### src/rtl/sequence_gen.sv
// sequence_gen: bit-serial pattern transmitter.
//
// Captures pattern/len/reps on a start strobe while idle. It then shifts
// pattern[L-1:0] out MSB-first, one bit per clock, R times. Repetitions are
// separated by GAP_CYCLES idle cycles. All outputs are registered.
//
// Ports:
//   clk       - clock, rising edge
//   rst       - asynchronous reset, active low
//   start     - request strobe, sampled only while idle
//   pattern   - bits to send, active field pattern[len-1:0]
//   len       - pattern length (0 or >PAT_W means PAT_W)
//   reps      - repetition count (0 means 1)
//   out       - serial data bit
//   out_valid - out carries a pattern bit this cycle
//   busy      - transfer in progress, start ignored
//   done      - one-cycle pulse in the first idle cycle after a transfer
module sequence_gen #(
  parameter int PAT_W      = 8,
  parameter int LEN_W      = 4,
  parameter int REP_W      = 4,
  parameter int GAP_CYCLES = 2
) (
  input  logic             clk,
  input  logic             rst,
  input  logic             start,
  input  logic [PAT_W-1:0] pattern,
  input  logic [LEN_W-1:0] len,
  input  logic [REP_W-1:0] reps,
  output logic             out,
  output logic             out_valid,
  output logic             busy,
  output logic             done
);

  localparam int GW = (GAP_CYCLES > 1) ? $clog2(GAP_CYCLES) : 1;
  localparam logic [LEN_W-1:0] PAT_L  = LEN_W'(PAT_W);
  localparam logic [GW-1:0]    GAP_M1 = GW'((GAP_CYCLES > 0) ? GAP_CYCLES - 1 : 0);

  typedef enum logic [1:0] {IDLE, SEND, GAP} state_t;

  state_t           state, state_n;
  logic [PAT_W-1:0] pat_q, pat_n;   // captured pattern, MSB-aligned to bit PAT_W-1
  logic [PAT_W-1:0] sh_q,  sh_n;    // bits of the current repetition not yet shown
  logic [LEN_W-1:0] lm1_q, lm1_n;   // L-1, reload value of the bit counter
  logic [LEN_W-1:0] bit_q, bit_n;
  logic [REP_W-1:0] rep_q, rep_n;
  logic [GW-1:0]    gap_q, gap_n;
  logic             out_n, vld_n, busy_n, done_n;

  // Operand normalisation at capture
  logic [LEN_W-1:0] l_norm;
  logic [REP_W-1:0] r_norm;
  logic [PAT_W-1:0] pat_al;

  always_comb begin
    l_norm = (len == '0 || len > PAT_L) ? PAT_L : len;
    r_norm = (reps == '0) ? REP_W'(1) : reps;
    // Left-align the active field so the MSB to send is always bit PAT_W-1.
    pat_al = pattern << (PAT_L - l_norm);
  end

  always_comb begin
    state_n = state;
    pat_n   = pat_q;
    sh_n    = sh_q;
    lm1_n   = lm1_q;
    bit_n   = bit_q;
    rep_n   = rep_q;
    gap_n   = gap_q;
    out_n   = 1'b0;
    vld_n   = 1'b0;
    busy_n  = 1'b0;
    done_n  = 1'b0;
    unique case (state)
      IDLE: begin
        if (start) begin
          state_n = SEND;
          pat_n   = pat_al;
          sh_n    = pat_al << 1;
          lm1_n   = l_norm - 1'b1;
          bit_n   = l_norm - 1'b1;
          rep_n   = r_norm - 1'b1;
          out_n   = pat_al[PAT_W-1];
          vld_n   = 1'b1;
          busy_n  = 1'b1;
        end
      end
      SEND: begin
        busy_n = 1'b1;
        if (bit_q != '0) begin
          bit_n = bit_q - 1'b1;
          out_n = sh_q[PAT_W-1];
          sh_n  = sh_q << 1;
          vld_n = 1'b1;
        end else if (rep_q != '0) begin
          rep_n = rep_q - 1'b1;
          if (GAP_CYCLES > 0) begin
            state_n = GAP;
            gap_n   = GAP_M1;
          end else begin
            // No gap: first bit of the next repetition follows with no bubble.
            out_n = pat_q[PAT_W-1];
            sh_n  = pat_q << 1;
            bit_n = lm1_q;
            vld_n = 1'b1;
          end
        end else begin
          state_n = IDLE;
          busy_n  = 1'b0;
          done_n  = 1'b1;
        end
      end
      GAP: begin
        busy_n = 1'b1;
        if (gap_q != '0) begin
          gap_n = gap_q - 1'b1;
        end else begin
          state_n = SEND;
          out_n   = pat_q[PAT_W-1];
          sh_n    = pat_q << 1;
          bit_n   = lm1_q;
          vld_n   = 1'b1;
        end
      end
      default: state_n = IDLE;
    endcase
  end

  always_ff @(posedge clk or negedge rst) begin
    if (!rst) begin
      state     <= IDLE;
      pat_q     <= '0;
      sh_q      <= '0;
      lm1_q     <= '0;
      bit_q     <= '0;
      rep_q     <= '0;
      gap_q     <= '0;
      out       <= 1'b0;
      out_valid <= 1'b0;
      busy      <= 1'b0;
      done      <= 1'b0;
    end else begin
      state     <= state_n;
      pat_q     <= pat_n;
      sh_q      <= sh_n;
      lm1_q     <= lm1_n;
      bit_q     <= bit_n;
      rep_q     <= rep_n;
      gap_q     <= gap_n;
      out       <= out_n;
      out_valid <= vld_n;
      busy      <= busy_n;
      done      <= done_n;
    end
  end

endmodule

### config.mk
export PLATFORM = sky130hd
export DESIGN_NAME = sequence_gen
export DESIGN_NICKNAME = d
export VERILOG_FILES = /design/src/rtl/sequence_gen.sv
export SDC_FILE = /design/constraint.sdc
export NUM_CORES = 1
export LEC_CHECK = 0
export CAP_MARGIN = 20
export CORE_MARGIN = 8
export CORE_UTILIZATION = 56
export CTS_CLUSTER_DIAMETER = 150
export DETAILED_ROUTE_END_ITERATION = 10
export PLACE_DENSITY = 0.85
export SYNTH_ARGS = -nofsm -noshare
export SYNTH_HDL_FRONTEND = slang
export SYNTH_SLANG_ARGS = --single-unit
### constraint.sdc
create_clock -name clk -period 2.47 [get_ports clk]
set_clock_uncertainty 0.1 [all_clocks]
set_input_delay 0.247 -clock clk [delete_from_list [all_inputs] [get_ports clk]]
set_output_delay 0.247 -clock clk [all_outputs]
set_load 0.1 [all_outputs]
Word level (Yosys, flattened, before mapping)
Index checks and enable logic that the tools add are counted.

Bits in registers: 35. Input bits: 19. Output and inout port bits: 4. Logic and storage cells: 77.

Add/sub/neg operators: 6. Magnitude comparators: 1. Eq/ne operators: 7. Shift-type cells: 1. Mux-type cells: 37. Reduce and logical (&&, ||, !) cells: 14.

Operators with widths (number): two-way mux 4 bit (8); two-way mux 8 bit (3); one-hot mux 8 bit (3 select lines) (1); subtractor 4 x 1 -> 4 bit (second input constant) (4); two-way mux 1 bit (14); one-hot mux 4 bit (3 select lines) (1); != test 2 bit (second input constant) (5); one-hot mux 1 bit (3 select lines) (3); zero test 4 bit (2); two-way mux 2 bit (4); one-hot mux 4 bit (2 select lines) (1); AND reduction 4 bit (2); nonzero test 4 bit (2); left shift 8 x 4 -> 8 bit (1); one-hot mux 2 bit (3 select lines) (1); AND reduction 3 bit (2); > comparator 4 bit (second input constant) (1); nonzero test 2 bit (2); subtractor 4 bit (first input constant) (1); nonzero test 3 bit (1); == test 2 x 1 -> 1 bit (second input constant) (1); == test 2 bit (second input constant) (1); zero test 2 bit (1); one-hot mux 1 bit (2 select lines) (1); 3 further kinds (3).

Depth between registers and ports, before layout
Gate-level depths: netlist (run 1).

Word-level depth: 7. Depth in mapped cells: 10. Gate-level depth less buffers: 9.

Least setup slack after synthesis (run 1)
OpenSTA, ideal clock, no wires.

Kind: register to register. From: register state[1]. To: register rep_q[2]. Setup time: 0.128 ns. Arrival time: 1.957 ns. Data required time: 2.242 ns. Setup slack: 0.285 ns. Stages on the path, launching flop included: 11. Path buffers: 2. Clock period less this slack: 2.185 ns. Cells stage by stage: dfrtp_1 > inv_1 > ha_1 > clkbuf_1 > buf_2 > mux2i_1 > ha_1 > xnor2_1 > nor2_1 > mux2i_1 > nand3_1.

Cells in the longest elaborated chain, start to end: 3. Elaborated cells between the ends (all ways): 8. Those cells by class: eq/ne: 4; mux: 1; reduce/logical: 3.

Ends and longest elaborated chain: from (decl) (line 42) `state_t state, state_n;`; from (signal assigned) (line 144) `state <= state_n;`; == test 2 x 1 -> 1 bit or zero test 2 bit (tied branches) (line 75) `unique case (state)`; != test 2 bit (no source line) or nonzero test 2 bit (tied branches); AND reduction 4 bit (no source line); to (signal assigned) (line 149) `rep_q <= rep_n;`; to (decl) (line 47) `logic [REP_W-1:0] rep_q, rep_n;`.

Several ways; a longest one is shown, not always the timed one. A chain may end at the register's enable or synchronous reset.

Worst setup path after layout (run 1)
From: input len[3]. To: register pat_q[7].

Cells in the longest elaborated chain, start to end: 5. Elaborated cells between the ends (all ways): 6. Those cells by class: add/sub: 1; order compare: 1; shift: 1; mux: 1; reduce/logical: 2.

Ends and longest elaborated chain: from (decl) (line 28) `input logic [LEN_W-1:0] len,`; > comparator 4 bit or zero test 4 bit (tied branches) (line 57) `l_norm = (len == '0 || len > PAT_L) ? PAT_L : len;`; logical OR 1 bit (line 57); two-way mux 4 bit (*) (line 57); subtractor 4 bit (*) (line 60) `pat_al = pattern << (PAT_L - l_norm);`; left shift 8 x 4 -> 8 bit (*) (line 60); to (signal assigned) (line 145) `pat_q <= pat_n;`; to (decl) (line 43) `logic [PAT_W-1:0] pat_q, pat_n;`.

Mark *: on every way between the ends. The rest lies on a longest branch, timed or not.

==> impl_metrics.py, run 1 <==
metrics = {
    "status": {
        "status": "finished clean",
    },
    "cells_and_area": {
        "syn_to_final_growth_pct": 25.16,
        "stdcell_count": 315,
        "multi_input_area_um2": 1164,
        "drive_gt1_share_pct": 16.85,
        "nFillCells": 284,
        "design_area_um2": 2620,
        "register_area_um2": 850.8,
        "diodes": 0,
        "nets": 293,
    },
    "flow_run": {
        "cap_violations": 0,
    },
    "sta": {
        "layout_min_cycle_time_ns": 2.265,
        "setup_viol": 0,
        "fin_crit_sh_pct": 91.68,
        "layout_setup_ws_ns": 0.2055,
        "slew_violations": 0,
        "tightest_slew_ns": 0.6310,
        "hold_slack_ns": 0.2633,
        "hold_violations": 0,
        "fmax_mhz": 441.6,
        "slew_headroom_pct": 57.83,
        "grt_setup_unrepaired": "false",
    },
    "place": {
        "hpwl_um": 3705,
        "routabilityCongestion": 0.9146,
        "port_buffers": 22,
        "detailed_place.area_um2": 2482,
        "dp_cells": 307,
        "pre_cts_ws_ns": -0.05153,
    },
    "worst_setup_path": {
        "end_kind": "register",
        "path_max_fanout": 7,
        "crit_type": "in2reg",
        "cp_data_required_time_ns": 2.58,
        "worstSetupStartpointType": "primary input",
        "cp.arrival_ns": 2.38,
    },
    "pwr": {
        "power_leakage_nw": 1.157,
        "max-vdd-ir-drop_uv": 793.2,
        "power_density_nw_per_um2": 1303,
    },
    "clock_tree": {
        "cts_root_buffer": "clkbuf_8",
        "cts_tree": "yes",
        "postCtsSetupBuffers": 0,
        "clockBufferDepth": 2,
        "cts_buffers": 5,
        "ctsHoldBuffers": 0,
        "path_clk_slew_ns": 0.08,
        "htree_levels": 2,
        "ctsResizeCount": 0,
        "worstSkewPairLatency_ns": 0.29,
        "cts_sinks": 34,
    },
    "synthesis": {
        "synth_top_area_share_pct": 40.65,
        "synth_most_common_cell": "dfrtp_1",
        "async_flop_share_pct": 100.0,
        "synth_warnings": 0,
        "synth-edff-count": 0,
        "postSynthCellCount": 225,
        "syn_avg_cell_area_um2": 9.303,
        "synth_seq_area_share_pct": 40.65,
        "synthTopCellsByCount": "dfrtp_1, nand2_1, o21ai_0",
        "yosys-top-cells-area": "dfrtp_1, nand2_1, ha_1",
        "ys_ff_latch": 34,
        "yosys.area.top_type": "dfrtp_1",
        "syn_area_um2": 2093,
        "synthDistinctLibCells": 49,
        "ys.flop_type": "dfrtp_1",
        "synthesis.nets": 252,
    },
    "floorplan": {
        "io_pins": 23,
        "initial_utilization_pct": 57.61,
        "die-height_um": 77.14,
        "num_rows": 22,
        "core_area_um2": 3633,
        "die_w_um": 77.14,
        "dieArea_um2": 5951,
    },
    "detailed_routing": {
        "wl_per_cell_um": 16.25,
        "drt_iter0_drc": 132,
        "first_pass_iters": 6,
        "drtAntennaViolNets": 0,
        "routed_wl_um": 5118,
        "viasPerCell": 6.146,
        "drc": 0,
        "vias": 1936,
    },
    "global_route": {
        "first_global_vias": 1911,
        "grt_pass1_wl_um": 8804,
        "antenna_found_initial": 0,
        "grt-ovfl-total": 0,
        "track_usage_pct": 17.69,
        "grt_max_degree": 35,
    },
    "min_path": {
        "hp-class": "in2async",
    },
}
-- power breakdown --
group	switching, W	total (W)	internal, W
Clock	0.000229	0.000633	0.000404
Sequential	0.000168	0.000979	0.000812
Combinational	0.00107	0.00180	0.000727
Total	0.00147	0.00341	0.00194
-- state kept, by name (all words and copies together) (netlist names), 2 cells and up --
register  flops
bit_q         4
state         2
pat_q         8
sh_q          7
rep_q         4
lm1_q         4
-- path summary, 6_finish.rpt --
check | startpoint | end | slack, ns | cells after the start
max | len[3] | pat_q[7] | 0.21 | 9
min | rst | busy | 0.26 | 2
max reg2reg | state[1] | rep_q[0] | 0.28 | 6
min reg2reg | lm1_q[1] | lm1_q[1] | 0.38 | 2
max in group asynchronous | rst | pat_q[5] | 1.70 | 2
min in group clk | lm1_q[1] | lm1_q[1] | 0.38 | 2
-- placed cells by master, fill, tap and decap left out, types with 2 or more instances in the layout --
master / Yosys / routed
clkdlybuf4s50_1: 0 / 18
o21ai_1: 7 / 7
clkbuf_8: 0 / 5
nand2_1: 33 / 33
o21ai_0: 17 / 17
a31oi_1: 3 / 3
dfrtp_1: 34 / 34
a21oi_1: 6 / 6
a21o_1: 3 / 3
nand3_1: 7 / 7
o221ai_1: 2 / 2
buf_4: 2 / 26
nor3_1: 6 / 6
o211ai_1: 4 / 4
mux2i_1: 8 / 8
nor3b_1: 3 / 3
xnor2_1: 2 / 2
nand2b_1: 4 / 4
a22oi_1: 6 / 6
xor2_1: 3 / 3
a32oi_1: 4 / 4
ha_1: 8 / 8
a22o_1: 5 / 5
nor2_1: 14 / 14
a211oi_1: 2 / 2
inv_1: 7 / 7
o41ai_1: 2 / 2
mux2_2: 4 / 4
bufinv_16: 0 / 2
-- area by class of cell --
type / count / area share, %
Tap cell: 48 / 2.292
Multi-Input combinational cell: 173 / 44.41
Timing Repair Buffer: 44 / 14.33
Clock inverter: 3 / 2.627
Inverter: 8 / 1.242
Clock buffer: 5 / 2.627
Sequential cell: 34 / 32.47
-- worst max-delay path, cell delays in order --
cell and delay (ns):
clkdlybuf4s50_1 0.47, buf_4 0.14, nand2b_1 0.10, ha_1 0.30, xor2_1 0.32, a32oi_1 0.16
o221ai_1 0.28, nand2_1 0.13, a41oi_1 0.22
-- metal layers --
metal / routed length, um / part of all wire [%] / global-route usage, % / vias up
li1: - / - / - / 912
met2: 2510 / 49 / 30.67 / 68
met5: 0 / 0 / 0 / -
met3: 261 / 5.1 / 4.196 / 7
met1: 2285 / 45 / 21.32 / 949
met4: 61 / 1.2 / 4.340 / 0
-- logic make-up after synthesis --
| group | after synthesis | synth area share [%] |
|---|---|---|
| muxes | 13 | 7.053 |
| adders and majority gates | 8 | 4.782 |
| buffers and inverters | 18 | 3.766 |
| xor gates and xnor gates | 5 | 2.092 |
| and+or+nand+nor | 78 | 18.41 |
| DFF | 34 | 40.65 |
| AOI/OAI and AO/OA | 69 | 23.25 |
-- stage by stage --
stage / power, W / util (%) / TNS [ns]
global placement: 0.002694 / 68.32 / 0
detailed placement: 0.002762 / 68.32 / -0.1471
CTS: 0.003406 / 72.11 / 0
global route: 0.003651 / 72.11 / 0
finish: 0.003414 / 72.11 / 0
floorplan: 0.002260 / - / 0
Note: power is estimated with default switching activity, not from simulation.
==> run 2, diff against run 1 <==
CORE_ASPECT_RATIO = 0.75   (was default)
==> run 2 against run 1 <==
Via count rose by 0.83%; count of clock-buffer cells in the layout rose by 2; register-to-register slack got worse by 0.07 ns; worst hold slack worse by 0.0053 ns; sequential cell count unchanged; utilization decreased by 1.6 points; sequential share of layout area rose by 0.91 points; first-iteration DRC count grew 61%.
==> impl_metrics.py, run 2 (synthesis gave the netlist of run 1 again) <==
metrics = {
    "status": {
        "status": "finished clean",
    },
    "detailed_routing": {
        "vias": 1952,
        "drc": 0,
        "drtAntennaViolNets": 0,
        "first_pass_iters": 5,
        "viasPerCell": 6.197,
        "routed_wl_um": 5465,
        "wl_per_cell_um": 17.35,
        "drt_iter0_drc": 212,
    },
    "worst_setup_path": {
        "path_max_fanout": 7,
        "end_kind": "register",
        "cp.arrival_ns": 2.42,
        "worstSetupStartpointType": "primary input",
        "crit_chain": "clkdlybuf4s50_1, buf_4, nand2b_1, ha_1, xor2_1, a32oi_1, o221ai_1, nand2_1, a41oi_1",
        "crit_slowest_cell": "clkdlybuf4s50_1",
        "cp_data_required_time_ns": 2.58,
        "slowest_delay_ns": 0.47,
        "crit_type": "in2reg",
    },
    "place": {
        "detailed_place.area_um2": 2457,
        "routabilityCongestion": 0.9429,
        "dp_cells": 307,
        "port_buffers": 22,
        "hpwl_um": 4052,
    },
    "flow_run": {
        "cap_violations": 0,
    },
    "pwr": {
        "sw_frac_of_total_pct": 45.96,
        "power_frac_comb_pct": 56.2,
        "power_density_nw_per_um2": 1268,
        "p_clk_share_pct": 13.4,
        "max-vdd-ir-drop_uv": 680.6,
        "switching_power_w": 0.001485,
        "p_seq_share_pct": 30.5,
        "internal-power_w": 0.001746,
        "power_leakage_nw": 1.117,
    },
    "clock_tree": {
        "ctsHoldBuffers": 0,
        "clockBufferDepth": 2,
        "path_clk_slew_ns": 0.07,
        "htree_levels": 2,
        "cts_root_buffer": "clkbuf_8",
        "cts_buffers": 5,
        "cts_sinks": 34,
        "postCtsSetupBuffers": 0,
        "ctsResizeCount": 0,
        "worstSkewPairLatency_ns": 0.30,
        "cts_tree": "yes",
    },
    "cells_and_area": {
        "largest_register": "pat_q",
        "diodes": 0,
        "top_regs": "pat_q (8), sh_q (7)",
        "finish.utilization_pct": 70.53,
        "largest_register_ffs": 8,
        "layout_common_cells": "dfrtp_1, nand2_1, buf_4, clkdlybuf4s50_1, o21ai_0",
        "nets": 289,
        "stdcell_count": 315,
        "layout_commonest_cell": "dfrtp_1",
        "design_area_um2": 2549,
        "syn_to_final_growth_pct": 21.76,
        "drive_gt1_share_pct": 15.21,
    },
    "sta": {
        "fin_crit_sh_pct": 93.78,
        "slew_headroom_pct": 55.90,
        "fmax_mhz": 431.7,
        "grt_setup_unrepaired": "false",
        "setup_viol": 0,
        "tightest_slew_ns": 0.6599,
        "slew_violations": 0,
        "layout_min_cycle_time_ns": 2.316,
        "hold_violations": 0,
    },
    "global_route": {
        "grt_max_degree": 35,
        "grt-ovfl-total": 0,
        "grt_pass1_wl_um": 9114,
        "track_usage_pct": 19.83,
        "antenna_found_initial": 0,
        "first_global_vias": 1889,
    },
    "min_path": {
        "hp-class": "in2async",
    },
    "floorplan": {
        "initial_utilization_pct": 57.93,
        "die-height_um": 68.95,
        "dieArea_um2": 5971,
        "core_area_um2": 3613,
        "io_pins": 23,
        "die_w_um": 86.60,
        "num_rows": 19,
    },
}
-- run 2: layer usage --
layer / up-vias / global-route usage [%] / part of all wire, %
met5: - / 0 / 0
met4: 0 / 8.333 / 1.5
met3: 12 / 4.260 / 5.6
met2: 73 / 30.39 / 46
met1: 960 / 26.75 / 46
li1: 907 / - / -
-- run 2: worst paths after layout --
check | startpoint | to | slack [ns] | depth (start not counted)
worst max register to register | state[1] | rep_q[0] | 0.21 | 6
max in group asynchronous | rst | sh_q[5] | 1.70 | 2
worst max-delay path | len[3] | pat_q[7] | 0.15 | 9
min in group clk | rep_q[3] | rep_q[3] | 0.38 | 1
worst min register to register | rep_q[3] | rep_q[3] | 0.38 | 1
worst min-delay path | rst | lm1_q[1] | 0.26 | 2
-- run 2: worst max-delay path, delay by kind of cell --
kind	cells	cell delay, ns
adders and majority gates	1	0.28
xor gates and xnor gates	1	0.34
and+or+nand+nor	2	0.26
buffers and inverters	2	0.61
AOI/OAI and AO/OA	3	0.68
-- run 2: per-stage QoR --
stage | hold slack [ns] | total power [W] | worst slack (ns) | setup TNS [ns]
floorplan | -0.1486 | 0.002260 | 0.2847 | 0
CTS | 0.2684 | 0.003219 | 0.2098 | 0
global route | 0.2941 | 0.003462 | 0.03169 | 0
global placement | 0.3656 | 0.002702 | -0.02732 | -0.05022
detailed placement | 0.3660 | 0.002782 | -0.09439 | -0.3366
finish | 0.2580 | 0.003231 | 0.1536 | 0
-- run 2: area by class of cell --
class                           instances  area (um2)
Tap cell                               52       65.06
Multi-Input combinational cell        173        1164
Clock inverter                          1       5.005
Clock buffer                            7       86.33
Inverter                                8       32.53
Fill cell                             290        1065
Timing Repair Buffer                   40       345.3
Sequential cell                        34       850.8
-- run 2: power by group through the flow --
stage	clock network, W	logic (W)	registers [W]
floorplan	0	0.00114	0.00112
detailed placement	0	0.00180	0.000986
global placement	0	0.00173	0.000975
CTS	0.000433	0.00181	0.000978
global route	0.000464	0.00199	0.00101
finish	0.000431	0.00181	0.000985
